**src/rtl/ps2_host_tx.sv**
```systemverilog
// PS/2 host-to-device command transmitter: inhibits the bus, issues a request-to-send,
// then shifts one byte out on device-generated clock falls and checks the device ACK.
module ps2_host_tx #(
    parameter int unsigned INHIBIT_CYCLES = 5000,
    parameter int unsigned TIMEOUT_CYCLES = 750000
) (
    input  logic       clk,
    input  logic       rst,
    input  logic [7:0] tx_data,
    input  logic       tx_valid,
    output logic       tx_ready,
    input  logic       kb_clk_in,
    input  logic       kb_data_in,
    output logic       kb_clk_drive_low,
    output logic       kb_data_drive_low,
    output logic       busy,
    output logic       tx_done,
    output logic       tx_error
);

    localparam int unsigned CntMax = (INHIBIT_CYCLES > TIMEOUT_CYCLES) ? INHIBIT_CYCLES
                                                                       : TIMEOUT_CYCLES;
    localparam int unsigned CntW = $clog2(CntMax + 1);
    localparam logic [CntW-1:0] InhibitLast = CntW'(INHIBIT_CYCLES - 1);
    localparam logic [CntW-1:0] TimeoutLast = CntW'(TIMEOUT_CYCLES - 1);

    typedef enum logic [2:0] {
        StIdle,
        StInhibit,
        StBits,
        StAck,
        StWaitRel
    } state_e;

    state_e          state_q, state_d;
    logic [1:0]      clk_sync_q, data_sync_q;
    logic            clk_prev_q;
    logic [7:0]      byte_q, byte_d;
    logic            parity_q, parity_d;
    logic [3:0]      nfall_q, nfall_d, nfall_inc;
    logic [CntW-1:0] cnt_q, cnt_d;
    logic            nack_q, nack_d;
    logic            clk_low_q, clk_low_d;
    logic            data_low_q, data_low_d;
    logic            ready_q, ready_d;
    logic            busy_q, busy_d;
    logic            done_q, done_d;
    logic            err_q, err_d;
    logic            sync_clk, sync_data, fall, handshake;

    // Synchronisers idle high so reset never fakes a fall on the bus.
    always_ff @(posedge clk or negedge rst) begin
        if (!rst) begin
            clk_sync_q  <= 2'b11;
            data_sync_q <= 2'b11;
            clk_prev_q  <= 1'b1;
        end else begin
            clk_sync_q  <= {clk_sync_q[0], kb_clk_in};
            data_sync_q <= {data_sync_q[0], kb_data_in};
            clk_prev_q  <= clk_sync_q[1];
        end
    end

    assign sync_clk  = clk_sync_q[1];
    assign sync_data = data_sync_q[1];
    assign fall      = clk_prev_q & ~sync_clk;
    assign handshake = tx_valid & ready_q;
    assign nfall_inc = (nfall_q == 4'd11) ? 4'd11 : nfall_q + 4'd1;

    always_ff @(posedge clk or negedge rst) begin
        if (!rst) begin
            state_q    <= StIdle;
            byte_q     <= 8'h00;
            parity_q   <= 1'b0;
            nfall_q    <= 4'd0;
            cnt_q      <= '0;
            nack_q     <= 1'b0;
            clk_low_q  <= 1'b0;
            data_low_q <= 1'b0;
            ready_q    <= 1'b0;
            busy_q     <= 1'b0;
            done_q     <= 1'b0;
            err_q      <= 1'b0;
        end else begin
            state_q    <= state_d;
            byte_q     <= byte_d;
            parity_q   <= parity_d;
            nfall_q    <= nfall_d;
            cnt_q      <= cnt_d;
            nack_q     <= nack_d;
            clk_low_q  <= clk_low_d;
            data_low_q <= data_low_d;
            ready_q    <= ready_d;
            busy_q     <= busy_d;
            done_q     <= done_d;
            err_q      <= err_d;
        end
    end

    always_comb begin
        state_d    = state_q;
        byte_d     = byte_q;
        parity_d   = parity_q;
        nfall_d    = nfall_q;
        cnt_d      = cnt_q;
        nack_d     = nack_q;
        clk_low_d  = 1'b0;
        data_low_d = data_low_q;
        done_d     = 1'b0;
        err_d      = 1'b0;

        unique case (state_q)
            StIdle: begin
                data_low_d = 1'b0;
                if (handshake) begin
                    state_d    = StInhibit;
                    byte_d     = tx_data;
                    parity_d   = ~^tx_data;
                    nfall_d    = 4'd0;
                    cnt_d      = '0;
                    nack_d     = 1'b0;
                    clk_low_d  = 1'b1;
                    data_low_d = (INHIBIT_CYCLES < 2);
                end
            end
            StInhibit: begin
                if (cnt_q == InhibitLast) begin
                    state_d    = StBits;
                    cnt_d      = '0;
                    data_low_d = 1'b1;
                end else begin
                    cnt_d      = cnt_q + CntW'(1);
                    clk_low_d  = 1'b1;
                    // Start bit goes out during the final inhibit cycle.
                    data_low_d = (32'(cnt_q) + 32'd2 >= INHIBIT_CYCLES);
                end
            end
            StBits: begin
                if (fall) begin
                    nfall_d = nfall_inc;
                    if (nfall_q < 4'd8) begin
                        data_low_d = ~byte_q[nfall_q[2:0]];
                    end else if (nfall_q == 4'd8) begin
                        data_low_d = ~parity_q;
                    end else begin
                        data_low_d = 1'b0;
                        state_d    = StAck;
                    end
                end
            end
            StAck: begin
                if (fall) begin
                    nfall_d = nfall_inc;
                    state_d = StWaitRel;
                    if (sync_data) begin
                        err_d  = 1'b1;
                        nack_d = 1'b1;
                    end
                end
            end
            StWaitRel: begin
                if (sync_clk && sync_data) begin
                    state_d = StIdle;
                    done_d  = ~nack_q;
                end
            end
            default: state_d = StIdle;
        endcase

        // Timeout overrides everything once the device has control of the clock.
        if (state_q == StBits || state_q == StAck || state_q == StWaitRel) begin
            if (cnt_q == TimeoutLast) begin
                state_d    = StIdle;
                clk_low_d  = 1'b0;
                data_low_d = 1'b0;
                done_d     = 1'b0;
                err_d      = ~nack_q;
            end else begin
                cnt_d = cnt_q + CntW'(1);
            end
        end

        ready_d = (state_d == StIdle);
        busy_d  = (state_d != StIdle);
    end

    assign tx_ready          = ready_q;
    assign busy              = busy_q;
    assign kb_clk_drive_low  = clk_low_q;
    assign kb_data_drive_low = data_low_q;
    assign tx_done           = done_q;
    assign tx_error          = err_q;

endmodule

```
**config.mk**
```make
export PLATFORM = sky130hd
export DESIGN_NAME = ps2_host_tx
export DESIGN_NICKNAME = d
export VERILOG_FILES = /design/src/rtl/ps2_host_tx.sv
export SDC_FILE = /design/constraint.sdc
export NUM_CORES = 1
export LEC_CHECK = 0
export CAP_MARGIN = 20
export CORE_UTILIZATION = 44
export CTS_CLUSTER_DIAMETER = 150
export DETAILED_ROUTE_END_ITERATION = 6
export PLACE_DENSITY_LB_ADDON = 0.05
export RECOVER_POWER = 100
export SYNTH_ARGS = -nofsm -noshare
export SYNTH_HDL_FRONTEND = slang
export SYNTH_SLANG_ARGS = --single-unit
export TNS_END_PERCENT = 20
```
**constraint.sdc**
```tcl
create_clock -name clk -period 2.2 [get_ports clk]
set_input_delay 0.33 -clock clk [delete_from_list [all_inputs] [get_ports clk]]
set_output_delay 0.33 -clock clk [all_outputs]
set_load 0.02 [all_outputs]
```
==> flow_metrics.py <==
metrics = {
    "routing": {
        "via_per_inst": 5.75,
        "drcViolationCount": 0,
        "wl_per_cell_um": 16.2,
        "ant_nets": 0,
        "first_pass_iters": 5,
        "first_iter_violations": 108,
        "vias": 2601,
        "drt-total-wl_um": 7320,
    },
    "placement": {
        "dpl.cell_count": 442,
        "gp_congestion": 0.887,
        "portBuffers": 18,
        "dp_hpwl_um": 5490,
    },
    "final_layout": {
        "syn_to_final_growth_pct": 18.3,
        "layout-drive-gt1-share_pct": 19.5,
        "diodes": 0,
        "nNetsFinal": 392,
        "finalCoreUtilization_pct": 54.2,
        "layout.cells.non_filler": 452,
    },
    "sta": {
        "hold_viol": 0,
        "slew_headroom_pct": 20.0,
        "skew_ns": 0.0107,
        "fmax_mhz": 471,
        "whs_ns": 0.245,
        "tightest_slew_ns": 1.20,
        "setup_violations": 0,
        "min_period_over_period_pct": 96.6,
        "layout_min_cycle_time_ns": 2.12,
        "maxSlewViolCount": 0,
        "rsz0062_at_grt": "true",
    },
    "global_route": {
        "grt_max_degree": 27,
        "antenna_found_initial": 0,
        "grt_pass1_vias": 2496,
        "grt_overflow_total": 0,
        "grt_pass1_wl_um": 12400,
        "grtUsageTotal_pct": 22.2,
    },
    "setup_path": {
        "endpoint_kind": "register",
        "worstReg2RegEnd": "tx_ready$_DFF_PN0_",
        "start_kind": "register",
        "crit_start": "cnt_q[4]$_DFF_PN0_",
        "criticalPathCategory": "reg -> reg",
        "reg2reg_slack_ns": 0.08,
        "endpoint": "tx_ready$_DFF_PN0_",
        "crit_required_ns": 2.45,
        "regToRegStartpoint": "cnt_q[4]$_DFF_PN0_",
        "crit_fanout": 10,
        "cp.arrival_ns": 2.37,
        "r2r_cells": 5,
    },
    "synth": {
        "synthCells": 334,
        "synth_top_area_share_pct": 36.5,
        "synth_edf_count": 0,
        "yosys_warnings": 0,
        "synth_nets": 352,
        "yosys.area.top_type": "dfrtp_1",
        "ys_top_cells_by_area": "dfrtp_1 37%, nand2_1 6.2%, dfstp_2 4.5%",
        "syn_area_per_cell_sq_um": 8.81,
        "synth.top_cells.by_count": "49 x nand2_1, 43 x dfrtp_1, 22 x o21ai_0, 19 x a21oi_1, 19 x nor2_1",
        "synth_most_common_cell": "nand2_1",
        "ys_ff_latch": 48,
        "synthArstFlopShare_pct": 100,
        "yosysSeqAreaShare_pct": 41.0,
        "yosysUniqueCellTypes": 61,
        "synthFlopType": "dfrtp_1",
        "synth_area_sq_mm": 0.00294,
    },
    "clock_tree": {
        "clock_latency_ns": 0.30,
        "cts_tree": "yes",
        "root_buffer": "clkbuf_8",
        "numCtsBuffers": 5,
        "cts_max_path_buffers": 2,
        "htreeDepth": 2,
        "cts-hold-fix-buffers": 0,
        "path_clk_slew_ns": 0.09,
        "clock-sinks": 48,
    },
    "status": {
        "status": "finished, final reports clean",
    },
    "die": {
        "dieHeight_um": 83.8,
        "fp.dieW_um": 83.8,
        "boundaryPins": 19,
        "rows": 29,
        "start_util_pct": 45.8,
        "coreArea_sq_mm": 0.00642,
        "die_area_sq_mm": 0.00702,
    },
    "power": {
        "power-per-cell-area_mw_per_mm2": 782,
        "power_leakage_nw": 1.46,
        "peakVddDrop_uv": 427,
    },
    "min_path": {
        "hp-class": "in -> async",
    },
    "flow_run": {
        "drv_cap": 0,
    },
}
-- how the worst min path moves through the flow --
stage,cells after the start,slack [ns],end,startpoint
2_1_floorplan,0,0.03,busy$_DFF_PN0_,rst
3_3_place_gp,1,0.35,tx_error$_DFF_PN0_,rst
3_5_place_dp,1,0.35,tx_error$_DFF_PN0_,rst
4_1_cts,1,0.02,tx_error$_DFF_PN0_,rst
5_1_grt,1,0.35,tx_error$_DFF_PN0_,rst
6_report,1,0.24,tx_error$_DFF_PN0_,rst
-- state kept, by name, summed over array words and instances (netlist names) --
| name | flops |
|---|---|
| busy | 1 |
| byte_q | 8 |
| clk_prev_q | 1 |
| clk_sync_q | 2 |
| cnt_q | 20 |
| data_sync_q | 2 |
| kb_clk_drive_low | 1 |
| kb_data_drive_low | 1 |
| nack_q | 1 |
| nfall_q | 4 |
| parity_q | 1 |
| state_q | 3 |
| tx_done | 1 |
| tx_error | 1 |
| tx_ready | 1 |
-- per-layer routing --
metal	share of wire [%]	routed length (um)	track usage, %	vias to the layer above
met5	0	0	0	-
met4	1.8	135	6.43	0
met3	3.8	278	3.07	11
met2	49	3570	37.4	74
met1	46	3340	29.8	1221
li1	-	-	-	1295
-- report_power, final --
part / internal [W] / switching, W
Sequential: 0.00104 / 0.000174
Clock: 0.000255 / 0.000301
Combinational: 0.000440 / 0.000511
-- logic make-up after synthesis --
group / count (synthesis) / synth area share (%)
buffers and inverters: 39 / 6.71
adder cells (fa/ha/maj): 5 / 2.12
AO/OA/AOI/OAI: 75 / 16.7
XOR/XNOR: 16 / 4.76
flip-flops: 48 / 41.0
multiplexers: 8 / 3.57
AND/OR/NAND/NOR: 143 / 25.1
-- critical path, cell delays in order, from the launching register on --
cell and delay [ns]:
dfrtp_1 0.50, or4_4 0.56, or3_1 0.45, a211oi_1 0.26, a211o_2 0.15, a31o_2 0.14
-- per-stage QoR --
stage / setup WS (ns) / TNS (ns) / cell area [sq um] / power (W)
after floorplan: 0.128 / 0 / 2940 / 0.00182
after global placement: 0.0546 / 0 / 3380 / 0.00217
after detailed placement: 0.0704 / 0 / 3380 / 0.00218
after CTS: 0.0374 / 0 / 3470 / 0.00275
after global routing: -0.0358 / -0.0358 / 3480 / 0.00291
final: 0.0753 / 0 / 3480 / 0.00272
-- placed cells by master, fill, tap and decap left out, types with 5 or more instances in the layout --
| master | count |
|---|---|
| nand2_1 | 49 |
| dfrtp_1 | 40 |
| buf_4 | 32 |
| o21ai_0 | 23 |
| a21oi_1 | 19 |
| nor2_1 | 19 |
| inv_1 | 15 |
| nand3_1 | 15 |
| xnor2_1 | 14 |
| nand4_1 | 11 |
| nor4_1 | 9 |
| clkdlybuf4s50_1 | 9 |
| nor3_1 | 8 |
| dlygate4sd3_1 | 8 |
| a31oi_1 | 7 |
| mux2i_1 | 6 |
| clkbuf_8 | 6 |
| or3_2 | 5 |
-- area by class of cell --
type	instances	area (sq um)
Multi-Input combinational cell	247	1560
Inverter	15	56.3
Fill cell	618	2940
Tap cell	77	96.3
Sequential cell	48	1210
Clock inverter	2	15.0
Timing Repair Buffer	57	463
Clock buffer	6	82.6
-- repair_timing --
item	CTS	global route
gates resized for setup	0	10
setup endpoints to repair	0	18
buffers inserted	0	2
Power figures use the tool's default switching activity.
